<file path="config.mk">
export PLATFORM = sky130hd
export DESIGN_NAME = btb_update_ctrl
export DESIGN_NICKNAME = d
export VERILOG_FILES = /design/src/rtl/lc3b_types.sv /design/src/rtl/btb_upd_fifo.sv /design/src/rtl/btb_update_ctrl.sv
export SDC_FILE = /design/constraint.sdc
export NUM_CORES = 1
export LEC_CHECK = 0
export ABC_CLOCK_PERIOD_IN_PS = 3850
export CAP_MARGIN = 30
export CORE_ASPECT_RATIO = 2
export CORE_MARGIN = 5
export CORE_UTILIZATION = 55
export CTS_BUF_LIST = sky130_fd_sc_hd__clkbuf_4
export DETAILED_ROUTE_END_ITERATION = 12
export PLACE_DENSITY = 0.8
export SYNTH_ARGS = -nofsm -noshare
export SYNTH_HDL_FRONTEND = slang
export SYNTH_HIERARCHICAL = 1
export SYNTH_SLANG_ARGS = --single-unit
</file>
<file path="constraint.sdc">
create_clock -name clk -period 3.85 [get_ports clk]
set_input_delay 0.385 -clock clk [delete_from_list [all_inputs] [get_ports clk]]
set_output_delay 0.385 -clock clk [all_outputs]
set_load 0.1 [all_outputs]
</file>
<file path="src/rtl/lc3b_types.sv">
// ============================================================================
//  Module      : lc3b_types
//  Description : LC-3b opcode encoding and BTB update record shared by the
//                branch-target-buffer update path.
//  Revision    : 1.0 - initial release
// ============================================================================
`default_nettype none

package lc3b_types;

    typedef enum logic [3:0] {
        op_br   = 4'b0000,
        op_add  = 4'b0001,
        op_ldb  = 4'b0010,
        op_stb  = 4'b0011,
        op_jsr  = 4'b0100,
        op_and  = 4'b0101,
        op_ldr  = 4'b0110,
        op_str  = 4'b0111,
        op_rti  = 4'b1000,
        op_not  = 4'b1001,
        op_ldi  = 4'b1010,
        op_sti  = 4'b1011,
        op_jmp  = 4'b1100,
        op_shf  = 4'b1101,
        op_lea  = 4'b1110,
        op_trap = 4'b1111
    } lc3b_opcode;

    typedef struct packed {
        logic [15:0] pc;
        logic [15:0] target;
    } btb_upd_t;

    typedef enum logic [0:0] {
        ST_IDLE  = 1'b0,
        ST_SWEEP = 1'b1
    } btb_ctrl_state_t;

    // Only control-transfer instructions carry a target worth caching.
    function automatic logic is_btb_op(input lc3b_opcode op);
        return (op == op_br) || (op == op_jmp) || (op == op_jsr) || (op == op_trap);
    endfunction

endpackage

`default_nettype wire

</file>
<file path="src/rtl/btb_upd_fifo.sv">
// ============================================================================
//  Module      : btb_upd_fifo
//  Description : Power-of-two FIFO of pending BTB updates with flush.
//  Revision    : 1.0 - initial release
// ============================================================================
`default_nettype none

module btb_upd_fifo
    import lc3b_types::*;
#(
    parameter int DEPTH = 4
) (
    input  logic     clk,
    input  logic     rst,
    input  logic     flush_i,
    input  logic     push_i,
    input  btb_upd_t push_data_i,
    input  logic     pop_i,
    output btb_upd_t head_o,
    output logic     full_o,
    output logic     empty_o
);

    localparam int AW = $clog2(DEPTH);

    // Extra MSB on each pointer distinguishes full from empty.
    logic [AW:0] wr_ptr_q;
    logic [AW:0] rd_ptr_q;
    btb_upd_t    mem_q [DEPTH];

    logic w_do_push;
    logic w_do_pop;

    assign w_do_push = push_i && !full_o;
    assign w_do_pop  = pop_i && !empty_o;

    assign empty_o = (wr_ptr_q == rd_ptr_q);
    assign full_o  = (wr_ptr_q[AW] != rd_ptr_q[AW]) &&
                     (wr_ptr_q[AW-1:0] == rd_ptr_q[AW-1:0]);
    assign head_o  = mem_q[rd_ptr_q[AW-1:0]];

    always_ff @(posedge clk or posedge rst) begin
        if (rst) begin
            wr_ptr_q <= '0;
            rd_ptr_q <= '0;
        end else if (flush_i) begin
            wr_ptr_q <= '0;
            rd_ptr_q <= '0;
        end else begin
            if (w_do_push) wr_ptr_q <= wr_ptr_q + (AW+1)'(1);
            if (w_do_pop)  rd_ptr_q <= rd_ptr_q + (AW+1)'(1);
        end
    end

    always_ff @(posedge clk) begin
        if (w_do_push && !flush_i) mem_q[wr_ptr_q[AW-1:0]] <= push_data_i;
    end

endmodule

`default_nettype wire

</file>
<file path="src/rtl/btb_update_ctrl.sv">
// ============================================================================
//  Module      : btb_update_ctrl
//  Description : Queues resolved branch targets and writes them into the BTB,
//                or sweeps every BTB set invalid on request.
//  Revision    : 1.0 - initial release
// ============================================================================
`default_nettype none

module btb_update_ctrl
    import lc3b_types::*;
#(
    parameter int DEPTH = 4,
    parameter int LINES = 32
) (
    input  logic                     clk,
    input  logic                     rst,
    input  logic                     upd_valid,
    output logic                     upd_ready,
    input  logic [15:0]              upd_pc,
    input  lc3b_opcode               upd_opcode,
    input  logic [15:0]              upd_alu_out,
    input  logic [15:0]              upd_mem_data,
    input  logic                     inval_req,
    output logic                     inval_busy,
    output logic                     btb_we,
    output logic [15:0]              btb_pc,
    output logic [15:0]              btb_target,
    output logic                     btb_inval,
    output logic [$clog2(LINES)-1:0] btb_inval_index
);

    localparam int            IW       = $clog2(LINES);
    localparam logic [IW-1:0] LAST_IDX = IW'(LINES - 1);

    btb_ctrl_state_t state_q;
    logic            btb_we_q;
    logic [15:0]     btb_pc_q;
    logic [15:0]     btb_target_q;
    logic            btb_inval_q;
    logic            inval_busy_q;
    logic [IW-1:0]   idx_q;

    logic     w_full;
    logic     w_empty;
    logic     w_sweep_start;
    logic     w_push;
    logic     w_pop;
    btb_upd_t w_push_data;
    btb_upd_t w_head;

    // An invalidate starting on this edge wins over both drain and enqueue.
    assign w_sweep_start = (state_q == ST_IDLE) && inval_req;
    assign w_push        = upd_valid && upd_ready && is_btb_op(upd_opcode) && !w_sweep_start;
    assign w_pop         = (state_q == ST_IDLE) && !inval_req && !w_empty;

    assign w_push_data.pc     = upd_pc;
    assign w_push_data.target = (upd_opcode == op_trap) ? upd_mem_data : upd_alu_out;

    btb_upd_fifo #(
        .DEPTH (DEPTH)
    ) u_fifo (
        .clk         (clk),
        .rst         (rst),
        .flush_i     (w_sweep_start),
        .push_i      (w_push),
        .push_data_i (w_push_data),
        .pop_i       (w_pop),
        .head_o      (w_head),
        .full_o      (w_full),
        .empty_o     (w_empty)
    );

    always_ff @(posedge clk or posedge rst) begin
        if (rst) begin
            state_q      <= ST_IDLE;
            btb_we_q     <= 1'b0;
            btb_pc_q     <= '0;
            btb_target_q <= '0;
            btb_inval_q  <= 1'b0;
            inval_busy_q <= 1'b0;
            idx_q        <= '0;
        end else begin
            btb_we_q <= 1'b0;
            case (state_q)
                ST_IDLE: begin
                    if (inval_req) begin
                        state_q      <= ST_SWEEP;
                        btb_inval_q  <= 1'b1;
                        inval_busy_q <= 1'b1;
                        idx_q        <= '0;
                    end else if (!w_empty) begin
                        btb_we_q     <= 1'b1;
                        btb_pc_q     <= w_head.pc;
                        btb_target_q <= w_head.target;
                    end
                end
                ST_SWEEP: begin
                    if (idx_q == LAST_IDX) begin
                        state_q      <= ST_IDLE;
                        btb_inval_q  <= 1'b0;
                        inval_busy_q <= 1'b0;
                        idx_q        <= '0;
                    end else begin
                        idx_q <= idx_q + IW'(1);
                    end
                end
                default: state_q <= ST_IDLE;
            endcase
        end
    end

    assign upd_ready       = !w_full;
    assign btb_we          = btb_we_q;
    assign btb_pc          = btb_pc_q;
    assign btb_target      = btb_target_q;
    assign btb_inval       = btb_inval_q;
    assign inval_busy      = inval_busy_q;
    assign btb_inval_index = idx_q;

endmodule

`default_nettype wire

</file>
* Yosys cells after proc, flatten, opt, wreduce, memory -nomap -nowiden
Memory sizes are Yosys's and may differ from the RTL's. A register that Yosys moved wholly into a read port is not among the register bits.
Cells that the tools add are included.
** Word-level totals
- Word-level logic and storage cells :: 63
- Output and inout bits :: 41
- Input port bits :: 56
- Memories :: 1
- Register bits after elaboration :: 14
- Bits in writable memories :: 128
** Memories
- u_fifo.mem_q :: depth 4, bits a word 32, read ports 1, clocked after Yosys merged registers in 1, write ports 1, line btb_upd_fifo.sv:29 : btb_upd_t mem_q [DEPTH];
** Cells by class
- Mux-type cells :: 19
- Add/sub/neg operators :: 3
- Bitwise gates (word level) :: 3
- Reductions and logical operators :: 22
- Equality and inequality tests :: 9
** Operators by type and width (number)
- 2-to-1 mux 16 bit :: 1
- 2-to-1 mux 3 bit :: 4
- logical AND 1 bit :: 10
- 2-to-1 mux 5 bit :: 2
- case mux 5 bit (2 select lines) :: 1
- 2-to-1 mux 1 bit :: 9
- equality test 4 bit, second input constant :: 2
- adder 3 x 1 -> 3 bit, second input constant :: 2
- adder 5 x 1 -> 5 bit, second input constant :: 1
- equality test 5 bit, second input constant :: 1
- equality test 4 x 3 -> 1 bit, second input constant :: 1
- logical NOT 1 bit :: 4
- logical NOT 4 bit :: 1
- case mux 1 bit (2 select lines) :: 2
- nonzero test 2 bit :: 2
- equality test 3 bit :: 1
- logical OR 1 bit :: 3
- NOT 1 bit :: 3
- AND reduction 3 bit :: 1
- equality test 2 bit :: 1
- != test 2 x 1 -> 1 bit, second input constant :: 1
- != test 2 bit, second input constant :: 1
- AND reduction 2 bit :: 1
- != test 1 bit :: 1

* Depth between registers and ports, before layout
Gate-level depths: netlist of run 1.
- Depth in word-level cells :: 10
- Mapped depth :: 8
- Gate-level depth less buffers :: 7

* Hierarchy
The synthesis of run 1 kept the hierarchy.
** By module, submodules not included
- btb_upd_fifo :: seq. area each 3993.8 µm², times used 1, cells an instance 231, area each 5157.4 µm²
- btb_update_ctrl :: seq. area each 1001.0 µm², times used 1, cells an instance 130, area each 1833.0 µm²

* Worst setup path before layout of run 1
No wires, ideal clock.
- Path type :: register to register
- Start point :: register u_fifo.rd_ptr_q[1]
- End point :: memory u_fifo/mem_q[3][0] (netlist bit), enable pin
- Period minus slack after synthesis :: 3480 ps
- Setup time :: 392 ps
- Stages on the path, launching flop included :: 9
- Slack :: 370 ps
- Buffers on the path :: 1
- Arrival time :: 3088 ps
- Data required time :: 3458 ps
- Cells stage by stage :: dfrtp_1 > buf_4 > xnor2_1 > nand2_2 > nor2_1 > a2111oi_0 > inv_1 > a311oi_1 > and2_1
** On the way
- Longest elaborated chain between the ends :: 10
** Ends and longest elaborated chain
- start, declared :: line btb_upd_fifo.sv:28 : logic [AW:0] rd_ptr_q;
- start signal, assigned :: line btb_upd_fifo.sv:51 : if (w_do_pop) rd_ptr_q <= rd_ptr_q + (AW+1)'(1);
- equality test 2 bit :: line btb_upd_fifo.sv:39 : (wr_ptr_q[AW-1:0] == rd_ptr_q[AW-1:0]);
- logical AND 1 bit :: line btb_upd_fifo.sv:38 : assign full_o = (wr_ptr_q[AW] != rd_ptr_q[AW]) &&
- net w_full :: line btb_update_ctrl.sv:43 : logic w_full;
- logical NOT 1 bit :: line btb_update_ctrl.sv:112 : assign upd_ready = !w_full;
- logical AND 1 bit (3 in a row) :: line btb_update_ctrl.sv:53 : assign w_push = upd_valid && upd_ready && is_btb_op(upd_opcode) && !w_sweep_start;
- net w_push :: line btb_update_ctrl.sv:46 : logic w_push;
- logical AND 1 bit :: line btb_upd_fifo.sv:34 : assign w_do_push = push_i && !full_o;
- logical AND 1 bit :: line btb_upd_fifo.sv:56 : if (w_do_push && !flush_i) mem_q[wr_ptr_q[AW-1:0]] <= push_data_i;
- 2-to-1 mux 1 bit :: line btb_upd_fifo.sv:56
- 2-to-1 mux 1 bit (not written as such) :: line btb_upd_fifo.sv:56
- end, declared :: line btb_upd_fifo.sv:29
The timed path passes the listed nets, and every way through them passes these cells.

* Worst setup path after layout of run 1
- Start point :: register u_fifo.wr_ptr_q[0]
- End point :: memory u_fifo/mem_q[1][21] (netlist bit), enable pin
** On the way
- Longest elaborated chain between the ends :: 10
** Ends and longest elaborated chain
- start, declared :: line btb_upd_fifo.sv:27 : logic [AW:0] wr_ptr_q;
- start signal, assigned :: line btb_upd_fifo.sv:50 : if (w_do_push) wr_ptr_q <= wr_ptr_q + (AW+1)'(1);
- equality test 2 bit :: line btb_upd_fifo.sv:39
- logical AND 1 bit :: line btb_upd_fifo.sv:38
- net w_full :: line btb_update_ctrl.sv:43
- logical NOT 1 bit :: line btb_update_ctrl.sv:112
- logical AND 1 bit (3 in a row) :: line btb_update_ctrl.sv:53
- net w_push :: line btb_update_ctrl.sv:46
- logical AND 1 bit :: line btb_upd_fifo.sv:34
- logical AND 1 bit :: line btb_upd_fifo.sv:56
- 2-to-1 mux 1 bit :: line btb_upd_fifo.sv:56
- 2-to-1 mux 1 bit (not written as such) :: line btb_upd_fifo.sv:56
The timed path passes the listed nets, and every way through them passes these cells.

==> impl_metrics.yaml, run 1 <==
route:
  wirelength_um: 13500
  route.vias.total: 3683
  via_per_inst: 5.76
  first_pass_iters: 4
  drc_errors: 0
  dr.first_iter.drc_count: 206
  wl_per_cell_um: 21.2
  ant_nets: 0
critical_path:
  worstSetupStartpointType: "register"
  reg2reg_to: "u_fifo/mem_q[1][21]"
  required_ns: 4.06
  worstSetupStartpoint: "u_fifo/wr_ptr_q[0]"
  rrSetupSlack_ns: 0.70
  rr_worst_depth: 9
  arrival_ns: 3.36
  crit_end: "u_fifo/mem_q[1][21]"
  critPathCaptureType: "register"
  worstSetupPathType: "reg2reg"
  r2r_start: "u_fifo/wr_ptr_q[0]"
  crit_fanout: 20
cells_and_area:
  layout-drive-gt1-share_pct: 28.1
  syn2layout_area_growth_pct: 20.6
  final_nets: 539
sta:
  hold_viol: 0
  setup_viol: 0
  setup_tns_ns: 0
  post-route-worst-setup-slack_ns: 0.696
  slew_violations: 0
  worst_pin_slew_ns: 0.993
  relSlewSlack_pct: 33.6
  clock_skew_ns: 0.0211
  rsz0062_at_grt: "no"
  fmax_ghz: 0.317
  finalCritPeriodShare_pct: 81.9
  fin_crit_ns: 3.15
logic_synthesis:
  yosysMostFrequentCell: "edfxtp_1"
  synth.avg_cell_area_um2: 19.4
  syn-instance-count: 361
  ys.flop_type: "edfxtp_1"
  synth_common_cells: "edfxtp_1, mux2_2, dfrtp_1"
  ys_types: 43
  synth-seq-cells: 174
  netlist.area_leader.share_pct: 55.0
  synth_enable_flop_cells: 128
  yosys_warnings: 6
  ys_async_sr_fraction_pct: 26.4
  synthTopCellsByArea: "edfxtp_1, dfrtp_1, mux4_2"
  netlist_area_mm2: 0.00699
  ys_seq_area_share_pct: 71.5
  synth_nets: 425
  synth_area_leader_cell: "edfxtp_1"
clock_network:
  post-cts-setup-buffer-count: 0
  cts_buffer_depth: 2
  clkSinkCount: 174
  clk_pin_slew_ns: 0.14
  ctsHoldBuffers: 0
  cts-htree-levels: 4
  cts_made_buffers: 17
  clock_latency_ns: 0.53
  cts_tree: "built"
  cts_resized: 0
  cts_root_buf: "clkbuf_4"
floorplan:
  ios: 97
  start_util_pct: 55.7
  die_area_mm2: 0.0152
  rows: 58
  die_width_um: 89.7
  die_h_um: 169
  core-area_mm2: 0.0126
pwr:
  p_per_area_mw_per_mm2: 722
  p_leak_uw: 0.00304
  worst_ir_drop_vdd_uv: 656
job:
  cap_viol_max_count: 0
place:
  io_buffers: 96
  place_worst_setup_slack_ns: 0.697
  dp_hpwl_um: 8960
  place.gp.congestion: 0.830
grt:
  use_met3_pct: 3.50
  track_usage_pct: 18.7
  grt_max_degree: 41
  grtUsageMet1_pct: 20.5
  grt_pass1_wl_um: 21900
  grt_overflow: 0
  antenna_found_initial: 1
  grt_pass1_vias: 4037
  busiest_layer: "met2"
  grt_util_met2_pct: 35.5
outcome:
  status: "finished clean"
min_path:
  hold_path.class: "in2async"
## layer usage
layer  vias to the layer above  part of all wire [%]  wire, um
met4                         0                   1.8       247
met2                       101                    59      7960
met3                        23                   3.5       471
met1                      1900                    36      4870
met5                         -                     0         0
li1                       1659                     -         -
## through the flow
stage	utilization, %	total power (uW)	cell area [um2]	hold WS, ns	instances
after floorplan	-	4510	6990	0.176	361
after detailed placement	64.9	5180	8140	0.480	605
after global routing	67.2	6370	8430	0.100	639
after CTS	67.0	6140	8410	0.0517	637
final	67.2	6090	8430	0.107	639
after global placement	64.9	5130	8140	0.469	605
## how the worst min path moves through the flow
stage	start	to	cells past startpoint
floorplan	rst	u_fifo/rd_ptr_q[0]	1
global placement	btb_pc[13]	btb_pc[13]	1
finish	rst	u_fifo/wr_ptr_q[1]	2
detailed placement	btb_pc[13]	btb_pc[13]	1
CTS	rst	u_fifo/wr_ptr_q[1]	2
global route	rst	u_fifo/wr_ptr_q[1]	2
## area by class of cell
| class | count | area, um2 |
|---|---|---|
| Inverter | 10 | 37.5 |
| Timing Repair Buffer | 111 | 1080 |
| Antenna cell | 1 | 2.50 |
| Fill cell | 827 | 4120 |
| Sequential cell | 174 | 5000 |
| Multi-Input combinational cell | 161 | 1860 |
| Clock inverter | 12 | 116 |
| Clock buffer | 20 | 150 |
| Tap cell | 150 | 188 |
## kinds of logic (layout without fill, tap and decap cells)
family / Yosys count / count (layout) / synth area share, %
DFF: 174 / 174 / 71.5
muxes: 80 / 80 / 18.0
and+or+nand+nor: 39 / 39 / 3.42
AOI/OAI and AO/OA: 28 / 28 / 2.76
buffers and inverters: 26 / 153 / 2.04
adders and majority gates: 8 / 8 / 1.43
xor gates and xnor gates: 6 / 6 / 0.859
other: 0 / 1 / 0
## power breakdown
| part | total, uW | leakage (uW) | internal (uW) | switching (uW) |
|---|---|---|---|---|
| logic | 2680 | 0.00116 | 794 | 1890 |
| clock network | 954 | 0.000151 | 351 | 603 |
| registers | 2450 | 0.00173 | 2280 | 168 |
## flip-flops by register name, summed over array words and instances (netlist names)
signal,cells
btb_pc,16
u_fifo/rd_ptr_q,3
inval_busy,1
btb_inval_index,5
u_fifo/wr_ptr_q,3
btb_target,16
state_q,1
btb_we,1
u_fifo/mem_q,128
## worst max-delay path, cell delays in order, from the launching register on
cell and delay [ns]:
dfrtp_1 0.51, xnor2_1 0.30, nand2_2 0.16, nor2_1 0.08, a2111oi_0 0.41, buf_4 0.22, inv_1 0.06, a311oi_1 0.49
and2_2 0.26, buf_4 0.31
## cell usage in the layout (no fill, tap or decap), types with 2 or more instances in the layout
cell type          n
nor2_1             7
buf_4             15
mux4_2            32
a41oi_1            2
inv_1              9
nand4_1            2
o311ai_1           2
nand2_1            5
a21oi_1            4
mux2_2            47
xnor2_1            3
nor3b_1            3
edfxtp_1         128
nand3_1            3
and3_1             2
clkbuf_4          20
nor3_1             2
o21ai_0            8
a2bb2oi_1          2
nand2b_1           5
xor2_1             2
clkinv_4           5
clkdlybuf4s50_1   95
inv_6              2
and2_2             4
o211ai_1           2
dfrtp_2            2
dfrtp_1           44
ha_1               8
clkinv_2           2
(Power assumes the default switching activity.)
==> run 2, diff against run 1 <==
- ABC_CLOCK_PERIOD_IN_PS: 3850 -> 3000
- clock period: 3.85 -> 3 ns (I/O delays scaled with it)
==> run 2 against run 1 <==
  * Sequential share of layout area shrank 0.12 points
  * Sequential power rose by 28%
  * Setup slack lost 0.45 ns
  * Cell area up 0.21%
  * First-iteration DRC count rose by 9.7%
  * Wire length grew 2.7%
  * Sequential cell count is the same
  * Critical path depth up 1
  * Clock power is 22% higher
  * Critical endpoint is now u_fifo/mem_q[2][4]
  * Largest cell class unchanged
==> impl_metrics.yaml, run 2 (same netlist as run 1, synthesis figures left out) <==
outcome:
  status: "finished clean"
critical_path:
  worstSetupStartpoint: "u_fifo/wr_ptr_q[0]"
  crit_fanout: 7
  worstSetupStartpointType: "register"
  arrival_ns: 3.00
  r2r_start: "u_fifo/wr_ptr_q[0]"
  required_ns: 3.24
  rrSetupSlack_ns: 0.24
  critPathCaptureType: "register"
  worstSetupPathType: "reg2reg"
clock_network:
  clk_pin_slew_ns: 0.14
  cts_tree: "built"
  cts_made_buffers: 17
  cts-htree-levels: 4
  cts_buffer_depth: 2
  cts_root_buf: "clkbuf_4"
  clock_latency_ns: 0.54
  clkSinkCount: 174
grt:
  grt_overflow: 0
  grt_max_degree: 41
  antenna_found_initial: 1
  grt_pass1_vias: 4163
  grt_pass1_wl_um: 21900
  track_usage_pct: 18.8
sta:
  finalCritPeriodShare_pct: 91.9
  setup_tns_ns: 0
  fmax_ghz: 0.363
  relSlewSlack_pct: 34.3
  worst_pin_slew_ns: 0.982
  hold_viol: 0
  whs_ns: 0.0395
  slew_violations: 0
  rsz0062_at_grt: "no"
  fin_crit_ns: 2.76
  clock_skew_ns: 0.0167
  setup_viol: 0
min_path:
  hold_path.class: "in2async"
place:
  io_buffers: 96
  dp_hpwl_um: 9960
  place.gp.congestion: 0.826
  dp_cells: 617
  dpl-instance-area_mm2: 0.00820
pwr:
  clockPowerShare_pct: 14.9
  p_int_uw: 4320
  power.share.combinational_pct: 44.7
  p_switching_uw: 3460
  switching_share_pct: 44.4
  p_total_uw: 7780
  seqPwrFrac_pct: 40.4
  p_per_area_mw_per_mm2: 921
  p_leak_uw: 0.00314
  worst_ir_drop_vdd_uv: 842
route:
  ant_nets: 0
  via_per_inst: 5.78
  wirelength_um: 13900
  drc_errors: 0
  first_pass_iters: 4
  wl_per_cell_um: 21.4
  route.vias.total: 3758
  dr.first_iter.drc_count: 226
floorplan:
  die_width_um: 89.7
  start_util_pct: 55.7
  die_area_mm2: 0.0152
  rows: 58
  die_h_um: 169
  core-area_mm2: 0.0126
  ios: 97
cells_and_area:
  num-fill-cells: 821
  finalInstanceArea_mm2: 0.00845
  final_common_cell: "edfxtp_1"
  syn2layout_area_growth_pct: 20.9
  layout-drive-gt1-share_pct: 37.1
  fin_cells: 650
  final_cell_mix: "edfxtp_1, clkdlybuf4s50_1, buf_4"
  final_nets: 550
  largest_reg_flops: 128
job:
  cap_viol_max_count: 0
==> run 2: changes by cell type in the layout (fill, tap and decap cells not counted), sizes merged <==
cell	delta
bufinv	-1
clkinv	-3
clkinvlp	+2
inv	+3
clkbuf	-1
clkdlybuf4s50	-36
buf	+47
==> run 2: cell type report <==
cell class	instances	area [um2]	area share (%)
antenna	1	2.50	0.0296
clock buffer	19	143	1.69
clock inverter	13	105	1.24
inverter	10	37.5	0.444
multi-input combinational	161	1860	22.1
sequential	174	5000	59.1
tap	150	188	2.22
timing repair buffer	122	1110	13.2
==> run 2: path summary, 6_finish.rpt <==
path / end / depth (start not counted)
max reg2reg: u_fifo/mem_q[2][4] / 10
min reg2reg: btb_pc[13] / 1
min in group clk: u_fifo/mem_q[0][20] / 1
min: u_fifo/wr_ptr_q[0] / 2
max in group asynchronous: btb_target[12] / 2
max: u_fifo/mem_q[2][4] / 10
==> run 2: power by group through the flow <==
stage / Combinational (uW) / Clock [uW] / Sequential [uW]
2_1_floorplan: 1130 / 0 / 4660
3_3_place_gp: 3460 / 0 / 3170
3_5_place_dp: 3480 / 0 / 3200
4_1_cts: 3500 / 1190 / 3150
5_1_grt: 3620 / 1300 / 3180
6_report: 3480 / 1160 / 3140
==> run 2: worst max-delay path, stage by stage (launching register included) <==
cell and delay [ns]:
dfrtp_1 0.51, xnor2_1 0.20, nand2_2 0.12, nor2_1 0.08, a2111oi_2 0.41, buf_4 0.21, inv_1 0.05, a311oi_1 0.31
buf_4 0.18, and2_2 0.20, buf_4 0.20
==> run 2: per-stage QoR <==
stage	worst slack, ns	util, %
after floorplan	0.0177	-
after global placement	0.0441	65.3
after detailed placement	0.0857	65.3
after CTS	0.175	67.3
after global routing	0.136	67.3
final	0.244	67.3
==> run 2: what timing repair did <==
action                     in CTS  in global routing
setup endpoints to repair       0                 60
hold buffers                    0                  0
buffers inserted                0                  0
gates resized for setup         0                  1
==> run 2: layer usage <==
metal	share of wire [%]	track usage, %
met5	0	0
met4	2.5	7.11
met3	4.7	4.30
met2	59	35.9
met1	34	19.8
